--- src/rtl/doorlock_ctrl.sv ---
// rtl/doorlock_ctrl.sv - door lock code entry, check and password-set sequencer
// Optional three-strike lockout is enabled by defining DOORLOCK_ALARM_EN.
module doorlock_ctrl #(
    parameter int          DIGITS        = 4,
    parameter logic [15:0] DEFAULT_PW    = 16'h1234,
    parameter logic [31:0] OPEN_CYCLES   = 32'd150_000_000,
    parameter logic [31:0] ENTRY_TIMEOUT = 32'd500_000_000
) (
    input  logic        clk,
    input  logic        rst,
    input  logic [9:0]  sw_in,
    input  logic        key_in,
    input  logic        key_mode,
    output logic [9:0]  enc_data,
    input  logic [3:0]  enc_number,
    output logic [15:0] fnd_num,
    output logic        unlock,
    output logic        fail,
    output logic        err_key,
    output logic        alarm,
    output logic [2:0]  state
);
    typedef enum logic [2:0] {
        S_IDLE  = 3'd0,
        S_ENTRY = 3'd1,
        S_CHECK = 3'd2,
        S_OPEN  = 3'd3,
        S_SET   = 3'd4,
        S_ALARM = 3'd5
    } state_t;

    localparam logic [15:0] PW_MASK = 16'hffff >> (16 - 4 * DIGITS);
    localparam logic [2:0]  LAST    = 3'(DIGITS);

    state_t      st;
    logic [15:0] code_buf;
    logic [15:0] password;
    logic [2:0]  count;
    logic [31:0] timer;
`ifdef DOORLOCK_ALARM_EN
    logic [1:0]  fail_cnt;
`endif

    logic        digit_ok;
    logic [15:0] buf_shift;
    logic [2:0]  count_inc;
    logic        last_digit;
    logic        match;

    assign digit_ok   = (enc_number <= 4'd9);
    assign buf_shift  = {code_buf[11:0], enc_number};
    assign count_inc  = count + 3'd1;
    assign last_digit = (count_inc == LAST);
    assign match      = ((code_buf ^ password) & PW_MASK) == 16'h0000;
    assign state      = st;
    assign enc_data   = (st == S_IDLE || st == S_ENTRY || st == S_SET) ? sw_in : 10'h000;

    // Entered digits sit right-aligned; positions not yet typed stay blank.
    function automatic logic [15:0] disp(input logic [15:0] b, input logic [2:0] n);
        logic [15:0] d;
        for (int i = 0; i < 4; i++)
            d[4*i +: 4] = (i < int'(n)) ? b[4*i +: 4] : 4'hf;
        return d;
    endfunction

    always_ff @(posedge clk) begin
        if (rst) begin
            st       <= S_IDLE;
            password <= DEFAULT_PW;
            code_buf <= '0;
            count    <= '0;
            timer    <= '0;
            unlock   <= 1'b0;
            fail     <= 1'b0;
            err_key  <= 1'b0;
            fnd_num  <= 16'hffff;
`ifdef DOORLOCK_ALARM_EN
            alarm    <= 1'b0;
            fail_cnt <= '0;
`endif
        end else begin
            fail    <= 1'b0;
            err_key <= 1'b0;
            case (st)
                S_IDLE, S_ENTRY, S_SET: begin
                    if (key_in) begin
                        timer <= '0;
                        if (!digit_ok) begin
                            err_key <= 1'b1;
                        end else if (last_digit && st == S_SET) begin
                            password <= buf_shift;
                            code_buf <= '0;
                            count    <= '0;
                            fnd_num  <= 16'hffff;
                            st       <= S_IDLE;
                        end else begin
                            code_buf <= buf_shift;
                            count    <= count_inc;
                            fnd_num  <= disp(buf_shift, count_inc);
                            st       <= last_digit ? S_CHECK : ((st == S_IDLE) ? S_ENTRY : st);
                        end
                    end else if (st != S_IDLE) begin
                        // Abandoned entry: drop the partial code, password untouched.
                        if (timer == ENTRY_TIMEOUT - 32'd1) begin
                            code_buf <= '0;
                            count    <= '0;
                            fnd_num  <= 16'hffff;
                            st       <= S_IDLE;
                        end else begin
                            timer <= timer + 32'd1;
                        end
                    end
                end
                S_CHECK: begin
                    code_buf <= '0;
                    count    <= '0;
                    fnd_num  <= 16'hffff;
                    if (match) begin
                        st      <= S_OPEN;
                        unlock  <= 1'b1;
                        timer   <= '0;
                        fnd_num <= 16'h0feb;
`ifdef DOORLOCK_ALARM_EN
                        fail_cnt <= '0;
`endif
                    end else begin
                        fail <= 1'b1;
`ifdef DOORLOCK_ALARM_EN
                        if (fail_cnt == 2'd2) begin
                            st      <= S_ALARM;
                            alarm   <= 1'b1;
                            timer   <= '0;
                            fnd_num <= 16'haaaa;
                        end else begin
                            fail_cnt <= fail_cnt + 2'd1;
                            st       <= S_IDLE;
                        end
`else
                        st <= S_IDLE;
`endif
                    end
                end
                S_OPEN: begin
                    if (key_mode) begin
                        st      <= S_SET;
                        unlock  <= 1'b0;
                        timer   <= '0;
                        fnd_num <= 16'hffff;
                    end else if (timer == OPEN_CYCLES - 32'd1) begin
                        st      <= S_IDLE;
                        unlock  <= 1'b0;
                        fnd_num <= 16'hffff;
                    end else begin
                        timer <= timer + 32'd1;
                    end
                end
`ifdef DOORLOCK_ALARM_EN
                S_ALARM: begin
                    if (timer == OPEN_CYCLES - 32'd1) begin
                        st       <= S_IDLE;
                        alarm    <= 1'b0;
                        fail_cnt <= '0;
                        fnd_num  <= 16'hffff;
                    end else begin
                        timer <= timer + 32'd1;
                    end
                end
`endif
                default: st <= S_IDLE;
            endcase
        end
    end

`ifndef DOORLOCK_ALARM_EN
    assign alarm = 1'b0;
`endif

endmodule

--- config.mk ---
export PLATFORM = sky130hd
export DESIGN_NAME = doorlock_ctrl
export DESIGN_NICKNAME = d
export VERILOG_FILES = /design/src/rtl/doorlock_ctrl.sv
export SDC_FILE = /design/constraint.sdc
export NUM_CORES = 1
export LEC_CHECK = 0
export CORE_UTILIZATION = 41
export CTS_BUF_LIST = sky130_fd_sc_hd__clkbuf_4 sky130_fd_sc_hd__clkbuf_8
export DETAILED_ROUTE_END_ITERATION = 7
export GPL_TIMING_DRIVEN = 0
export HOLD_SLACK_MARGIN = 0.06
export SLEW_MARGIN = 10
export SYNTH_ARGS = -nofsm -noshare
export SYNTH_HDL_FRONTEND = slang
export SYNTH_SLANG_ARGS = --single-unit
--- constraint.sdc ---
create_clock -name clk -period 3.45 [get_ports clk]
set_clock_uncertainty 0.05 [all_clocks]
set_input_delay 0.345 -clock clk [delete_from_list [all_inputs] [get_ports clk]]
set_output_delay 0.345 -clock clk [all_outputs]
set_load 0.01 [all_outputs]
## Word-level counts from Yosys, hierarchy flattened

Cells that the tools add are included.

- Add/sub/neg operators: 2
- Magnitude comparators: 5
- Equal/unequal tests: 15
- Multiplexer cells: 48
- Bitwise gates (word level): 4
- Reductions and logical operators: 18

Operators by type and width:

| cell | count |
|---|---|
| 16-bit 2-to-1 mux | 13 |
| 32-bit 2-to-1 mux | 6 |
| 32-bit case mux with 3 select lines | 1 |
| 16-bit case mux with 3 select lines | 1 |
| 3-bit 2-to-1 mux | 12 |
| 32-bit by 1-bit adder with 32-bit output, second input constant | 1 |
| 32-bit by 28-bit equality test with 1-bit output, second input constant | 1 |
| 32-bit by 29-bit equality test with 1-bit output, second input constant | 1 |
| 16-bit case mux with 2 select lines | 1 |
| 3-bit != test, second input constant | 6 |
| 16-bit logical NOT | 1 |
| 4-bit 2-to-1 mux | 4 |
| 16-bit XOR | 1 |
| 5-bit AND reduction | 3 |
| 10-bit 2-to-1 mux | 1 |
| 3-bit case mux with 3 select lines | 1 |
| 4-bit AND reduction | 2 |
| 3-bit by 2-bit equality test with 1-bit output, second input constant | 2 |
| 3-bit equality test, second input constant | 2 |
| 1-bit by 3-bit < comparator with 1-bit output, first input constant | 2 |
| 2-bit by 3-bit < comparator with 1-bit output, first input constant | 2 |
| 3-bit case mux with 2 select lines | 1 |
| 3-bit nonzero test | 2 |
| 3-bit OR reduction | 2 |
| other kinds (15) | 23 |

- Flip-flop bits (word level): 89
- Input bits: 18
- Output and inout port bits: 33
- Logic and storage cells: 101

## Logic depth before layout (Yosys ltp)

Gate-level depths: netlist (run 1).

- Depth after elaboration: 7
- Mapped depth: 10
- Mapped depth without buffers: 8

## Least setup slack after synthesis (run 1)

No wires, ideal clock.

- Path type: reg-to-reg
- Start: reg timer[0]
- End: reg timer[28]
- Setup time: 74 ps
- Arrival: 2,280 ps
- Data required time: 3,326 ps
- Slack: 1,046 ps
- Cell stages (with the launch flop): 8
- Buffers on the path: 0
- Clock period less this slack: 2,404 ps
- Cell sequence: dfxtp_1 -> ha_1 -> and3_1 -> nand3_1 -> or3_1 -> or4_1 -> or4_1 -> a31oi_1

- Cells in the longest elaborated chain, start to end: 5
- Elaborated cells on any way between the ends: 12
- Classes of those cells: add/sub (1); eq/ne (4); mux (6); reduce/logical (1)

Ends and longest elaborated chain:

| item | RTL line | source |
|---|---|---|
| start: declaration | 39 | `logic [31:0] timer;` |
| start signal: assignment | 110 | `timer <= timer + 32'd1;` |
| start signal: assignment | 154 | `timer <= timer + 32'd1;` |
| 32-bit by 1-bit adder with 32-bit output | 110, 154 |  |
| 32-bit 2-to-1 mux | 104 | `if (timer == ENTRY_TIMEOUT - 32'd1) begin` |
| 32-bit 2-to-1 mux | 102 | `end else if (st != S_IDLE) begin` |
| 32-bit 2-to-1 mux | 86 | `if (key_in) begin` |
| 32-bit case mux with 3 select lines | 84 | `case (st)` |

Parallel ways exist; a longest one is shown, timed or not. The select of a mux whose other input is x is not followed.
A chain may end at the register's enable or synchronous reset.

## Worst setup path in the final report (run 1)

- Start: reg code_buf[11]
- End: reg timer[29]

- Cells in the longest elaborated chain, start to end: 4

Ends and longest elaborated chain:

| item | RTL line | source |
|---|---|---|
| start: declaration | 36 | `logic [15:0] code_buf;` |
| start signal: assignment | 97 | `code_buf <= buf_shift;` |
| 16-bit XOR | 54 | `assign match = ((code_buf ^ password) & PW_MASK) == 16'h0000;` |
| 16-bit logical NOT | 54 |  |
| 2-bit != test (no line) | -- |  |
| 5-bit AND reduction (no line) | -- |  |

Every way passes these cells.

==> results of run 1 <==
-- synth_stat cells (all sizes together), types with 2 or more instances --
| cell type | count | area, um2 |
|---|---|---|
| a211o | 8 | 70.1 |
| a21o | 2 | 15.0 |
| a21oi | 64 | 339 |
| a31oi | 6 | 37.5 |
| and2 | 21 | 131 |
| and3 | 10 | 62.6 |
| and3b | 2 | 17.5 |
| and4 | 4 | 35.0 |
| buf | 9 | 73.8 |
| clkbuf | 32 | 121 |
| dfxtp | 89 | 1780 |
| ha | 3 | 37.5 |
| inv | 8 | 30.0 |
| nand2 | 79 | 297 |
| nand3 | 39 | 200 |
| nand3b | 4 | 30.0 |
| nand4 | 16 | 100 |
| nand4b | 6 | 52.6 |
| nor2 | 40 | 150 |
| nor2b | 16 | 100 |
| nor3 | 25 | 135 |
| nor4 | 6 | 37.5 |
| o21ai | 36 | 191 |
| o21bai | 10 | 75.1 |
| o32ai | 5 | 43.8 |
| o41ai | 2 | 17.5 |
| or2 | 2 | 12.5 |
| or3 | 11 | 68.8 |
| or4 | 17 | 128 |
| xnor2 | 16 | 140 |
-- power breakdown --
part | switching [mW] | total [mW] | internal, mW | leakage (nW)
combinational | 0.133 | 0.226 | 0.0924 | 0.999
clock | 0.421 | 0.837 | 0.415 | 0.112
sequential | 0.0102 | 1.05 | 1.04 | 0.720
total | 0.565 | 2.11 | 1.55 | 1.83
-- metrics by stage --
| step | cell area (um2) | setup WS [ns] | instances | total power, mW |
|---|---|---|---|---|
| floorplan | 4690 | 1.05 | 607 | 1.20 |
| global placement | 5360 | 0.305 | 796 | 1.30 |
| detailed placement | 5360 | 0.301 | 796 | 1.30 |
| CTS | 5580 | 0.328 | 812 | 2.13 |
| global route | 5580 | 0.0840 | 812 | 2.19 |
| finish | 5580 | 0.321 | 812 | 2.11 |
-- sequential cells by signal, indices dropped and copies added (netlist names) --
register / flops
fnd_num: 16
password: 16
state: 3
timer: 32
fail: 1
count: 3
unlock: 1
err_key: 1
code_buf: 16
-- final cells by class --
class | count | area [um2] | share of cell area, %
Sequential cell | 89 | 1780 | 31.9
Buffer | 41 | 195 | 3.50
Multi-Input combinational cell | 469 | 2690 | 48.1
Tap cell | 140 | 175 | 3.14
Clock buffer | 9 | 124 | 2.22
Clock inverter | 7 | 101 | 1.81
Inverter | 8 | 30.0 | 0.538
Timing Repair Buffer | 49 | 490 | 8.78
-- per-layer routing --
layer	track usage [%]	share of wire [%]	vias to the layer above
met5	0	0	-
met4	10.4	2.2	0
met3	5.32	8.2	22
met2	40.2	44	205
met1	34.0	46	2202
li1	-	-	2319
-- logic make-up (layout without fill, tap and decap cells) --
group	Yosys count	after routing
AND/OR/NAND/NOR	305	305
AO/OA/AOI/OAI	142	142
flip-flops	89	89
buffers and inverters	49	114
XOR/XNOR	17	17
adder cells (fa/ha/maj)	4	4
other	1	1
-- worst max path at each step --
stage                               to  slack (ns)  cells past startpoint
after global routing         timer[19]        0.08                      8
after CTS                    timer[29]        0.33                      8
after detailed placement  code_buf[10]        0.30                     10
final                        timer[29]        0.32                      8
after global placement       timer[29]        0.31                      8
after floorplan              timer[28]        1.05                      7
==> metrics.md, run 1 <==
| Metric | Value |
|---|---|
| Status | `finished clean` |
| Synth warnings | `0` |
| Mux contribution to synthesized area | `0%` |
| P per Cell Area | `378 mW/mm2` |
| Post-Synth Adder-Cell Area | `1.01%` |
| Most common cell after layout, fill and taps aside | `dfxtp_1` |
| Tcrit/Tclk final | `90.7%` |
| Setup TNS | `0 ns` |
| # setup viols final | `0` |
| Mean Syn Cell Area | `7.73 um2` |
| Ys flop type | `dfxtp_1` |
| Fmax | `0.320 GHz` |
| Launch point of the worst reg-to-reg path | `code_buf[11]` |
| RSZ-0062 raised after global routing | `false` |
| Worst rel slew slack | `36.9%` |
| First-pass GRT wire length | `between 20000 and 25000 um` |
| Leakage power figure | `between 1.5 and 2 nW` |
| DP Wirelength | `10500 um` |
| Syn nets | `628` |
| Slowest stage cell on the critical path | `nor4_1` |
| Largest net degree at the start of global routing | `17` |
| Crit Reg-Reg Endpoint | `timer[29]` |
| CP required | `3.72 ns` |
| Die width | `~110 um` |
| DRT Pass-1 Iters | `5` |
| Post-cts resize count | `0` |
| Min-delay src | `fnd_num[2]` |
| Final WL | `between 10000 and 15000 um` |
| Vias in the first global route | `between 4k and 5k` |
| Mapped cell area | `0.00469 mm2` |
| Post-synth ARST share | `0%` |
| Synth Area in XOR/XNOR | `around 3.2%` |
| Yosys reg bits | `around 90` |
| Syn Inst Count | `607` |
| CTS HTree Levels | `3` |
| Post-synth EDFFs | `0` |
| Maximum fanout along the worst path | `10` |
| CTS tree | `yes` |
| Num CTS Buffers | `9` |
| Post-Synth Simple-Gate Area | `34.6%` |
| Core area | `0.0110 mm2` |
| Utilization after layout | `between 50 and 60%` |
| Dominant combinational cell family by area after synthesis | `simple AND/OR/NAND/NOR gates` |
| Number of I/O port buffers | `49` |
| Row Count | `38` |
| DR WL/cell | `17.5 um` |
| Top Family by Delay on Critical Path | `simple AND/OR/NAND/NOR gates` |
| Hold-fix buffers, CTS | `0` |
| Initial antenna violation count | `0` |
| Routability Congestion | `about 0.92` |
| Area Growth Syn to Fin | `19.0%` |
| CTS max path bufs | `2` |
| Post-CTS Setup Inserts | `0` |
| R2R Setup Slk | `0.32 ns` |
| Reg clk slew, reported paths | `0.10 ns` |
| Worst path bufs/invs | `1` |
| GRT Util Overall | `25.6%` |
| Die area | `0.0119 mm2` |
| Global route total overflow | `0` |
| CP endpoint kind | `flop` |
| Final Critical Period | `3.13 ns` |
| Slew at the pin with the worst max-slew slack | `around 0.94 ns` |
| Sequential share of the synthesized area | `38.0%` |
| Worst Hold Slack | `0.421 ns` |
| R2R depth | `8` |
| # clock sinks | `89` |
| Post-synthesis compound-gate area fraction | `18.4%` |
| DRC marker count from the first detailed-route iteration | `about 360` |
| Final nets | `688` |
| Die Y | `109 um` |
| Largest stage delay, worst path | `0.83 ns` |
| DR vias/cell | `5.85` |
| Most frequent cells in the layout | `dfxtp_1, nand2_1, a21oi_1` |
| Worst vdd ir | `0.000249 V` |
| Setup Crit Path Kind | `flop to flop` |
| CTS root buf | `clkbuf_8` |
| Final hold vios | `0` |
| Worst skew pair latency | `0.39 ns` |
| Crit path DAT | `3.40 ns` |
| Hold Crit Class | `flop to flop` |
| Startpoint Class | `flop` |
| Layout fillers | `1141` |
| Post-route ant nets | `0` |
| Ant diodes | `0` |
| DR DRC count | `0` |
| WHS Path Cells | `1` |
| Post-synth cell types | `~60` |
| Vias | `4748` |
| Hold endpoint | `fnd_num[2]` |
| Io pins | `51` |
| Initial Util | `42.7%` |
| Crit. Startpoint | `code_buf[11]` |
| CP cell instances | `xnor2_1, nand4_1, nor4_1, or3b_2, nand3_2, buf_6, or4_1, a21oi_2` |
| Fin. max-slew vios | `0` |
| Ratio of cells with drive above 1 in the final layout | `5.95%` |
| Max-cap violations | `0` |
Note: power is estimated with default switching activity, not from simulation.
==> run 2: changes to the inputs <==
--- a/config.mk
+++ b/config.mk
@@ -5,10 +5,10 @@
 export SDC_FILE = /design/constraint.sdc
 export NUM_CORES = 1
 export LEC_CHECK = 0
+export CORE_ASPECT_RATIO = 0.5
 export CORE_UTILIZATION = 41
 export CTS_BUF_LIST = sky130_fd_sc_hd__clkbuf_4 sky130_fd_sc_hd__clkbuf_8
 export DETAILED_ROUTE_END_ITERATION = 7
-export GPL_TIMING_DRIVEN = 0
 export HOLD_SLACK_MARGIN = 0.06
 export SLEW_MARGIN = 10
 export SYNTH_ARGS = -nofsm -noshare
==> run 2 against run 1 <==
First-iteration DRC count increased by 0.28%. Largest cell class unchanged. Register-to-register slack gained 0.25 ns. Routed wire length shrank 14%.
==> metrics.md, run 2 (synthesized netlist as in run 1, its figures left out) <==
| Metric | Value |
|---|---|
| Die width | `153 um (+41%)` |
| DR vias/cell | `5.67 (-3.0%)` |
| Row Count | `27 (-29%)` |
| Final nets | `659 (-4.2%)` |
| Post-CTS Setup Inserts | `0 (unchanged)` |
| Hold-fix buffers, CTS | `0 (unchanged)` |
| Final WL | `12300 um (-14%)` |
| DP Wirelength | `8100 um (-23%)` |
| Startpoint Class | `flop` |
| RSZ-0062 raised after global routing | `false` |
| Max layer used | `met4` |
| DRT Pass-1 Iters | `5 (unchanged)` |
| Worst rel slew slack | `53.7% (+17 points)` |
| Setup Crit Path Kind | `flop to flop` |
| Hold Crit Class | `flop to flop` |
| Reg clk slew, reported paths | `0.10 ns (about the same)` |
| Biggest register | `timer` |
| DRC marker count from the first detailed-route iteration | `364 (+0.28%)` |
| CP required | `3.64 ns (-0.08 ns)` |
| Io pins | `51 (unchanged)` |
| Die Y | `77.7 um (-29%)` |
| Number of I/O port buffers | `49 (unchanged)` |
| Die area | `0.0119 mm2 (+0.22%)` |
| Worst skew pair latency | `0.38 ns (about the same)` |
| Post-route ant nets | `0 (unchanged)` |
| CTS root buf | `clkbuf_8` |
| Vias | `4470 (-5.9%)` |
| Most frequent cells in the layout | `dfxtp_1, nand2_1, a21oi_1` |
| Met1 wire length | `5960 um (-8.2%)` |
| CTS HTree Levels | `3 (unchanged)` |
| Most common cell after layout, fill and taps aside | `dfxtp_1` |
| Vias in the first global route | `4074 (-8.2%)` |
| R2R depth | `7 (-1)` |
| Worst vdd ir | `0.000144 V (-42%)` |
| Layout fillers | `1108 (-2.9%)` |
| Num CTS Buffers | `9 (unchanged)` |
| Final Critical Period | `2.87 ns (-0.255 ns)` |
| Largest net degree at the start of global routing | `98 (+81)` |
| Initial antenna violation count | `0 (unchanged)` |
| CP endpoint | `timer[14]` |
| DR DRC count | `0 (unchanged)` |
| Setup TNS | `0 ns (unchanged)` |
| DR WL/cell | `15.6 um (-11%)` |
| Status | `finished clean` |
| Leakage power figure | `1.79 nW (-2.3%)` |
| # clock sinks | `89 (unchanged)` |
| Max reg flops | `32 (unchanged)` |
| Detail Route met2 WL | `5690 um (-9.2%)` |
| First-pass GRT wire length | `20300 um (-12%)` |
| Core area | `0.0111 mm2 (+0.89%)` |
| Area Growth Syn to Fin | `16.6%` |
| Routability Congestion | `0.874 (-5.5%)` |
| Ant diodes | `0 (unchanged)` |
| Max-cap violations | `0 (unchanged)` |
| R2R Setup Slk | `0.58 ns (+0.25 ns)` |
| Crit. Startpoint | `timer[10]` |
| Slew at the pin with the worst max-slew slack | `0.688 ns (-0.250 ns)` |
| CTS max path bufs | `2 (unchanged)` |
| Ratio of cells with drive above 1 in the final layout | `7.15% (+1.2 points)` |
| DR WL met3 | `458 um (-61%)` |
| GRT Util Overall | `21.2% (-4.4 points)` |
| Post-cts resize count | `0 (unchanged)` |
| Fmax | `0.348 GHz (+8.9%)` |
| P per Cell Area | `355 mW/mm2 (-6.1%)` |
| # setup viols final | `0 (unchanged)` |
| Final hold vios | `0 (unchanged)` |
| Global route total overflow | `0 (unchanged)` |
| Crit path DAT | `3.07 ns (-0.33 ns)` |
| CP endpoint kind | `flop` |
| Launch point of the worst reg-to-reg path | `timer[10]` |
| Maximum fanout along the worst path | `11 (+1)` |
| Crit Reg-Reg Endpoint | `timer[14]` |
| Final total power | `1.94 mW (-8.0%)` |
| Fin. max-slew vios | `0 (unchanged)` |
| CTS tree | `yes` |
| Initial Util | `42.4% (-0.38 points)` |
| Tcrit/Tclk final | `83.3% (-7.4 points)` |
==> run 2: per-stage QoR <==
stage,setup slack [ns],cells,utilization [%],cell area [um2],hold WS (ns)
after CTS,0.560,788,49.4,5470,0.423
final,0.576,788,49.4,5470,0.420
after global placement,0.668,772,47.7,5290,0.396
after detailed placement,0.595,772,47.7,5290,0.403
after global routing,0.393,788,49.4,5470,0.440
after floorplan,1.05,607,-,4690,0.395
==> run 2: report_power, final <==
group	switching [mW]	total (mW)	internal [mW]	leakage, nW
registers	0.0138	1.05	1.04	0.720
clock network	0.407	0.687	0.280	0.0849
logic	0.116	0.203	0.0877	0.985
total	0.537	1.94	1.41	1.79
==> run 2: how the worst min path moves through the flow <==
stage	start	to	slack, ns	depth (start not counted)
3_3_place_gp	fnd_num[13]	fnd_num[13]	0.40	1
3_5_place_dp	fnd_num[4]	fnd_num[4]	0.40	1
2_1_floorplan	code_buf[12]	code_buf[12]	0.40	2
5_1_grt	rst	timer[27]	0.44	3
4_1_cts	rst	timer[26]	0.42	3
6_report	code_buf[15]	code_buf[15]	0.42	2
==> run 2: layout make-up <==
cell class	count	area (um2)	share of cell area, %
clock buffer	10	131	2.40
clock inverter	6	51.3	0.937
inverter	8	30.0	0.549
multi-input combinational	469	2700	49.3
sequential	89	1780	32.6
tap	145	181	3.32
timing repair buffer	61	601	11.0
==> run 2: per-layer routing <==
metal	vias to the layer above	GRT usage, %
li1	2258	-
met1	2104	28.6
met2	91	34.2
met3	17	4.25
met4	0	6.26
met5	-	0
==> run 2: critical path, stage by stage (launching register included) <==
cell and delay (ns):
dfxtp_1 0.38, or4_1 0.53, or4_1 0.49, nor3_2 0.20, a41oi_1 0.19, and3_1 0.41
nand2_1 0.36, o32ai_1 0.13
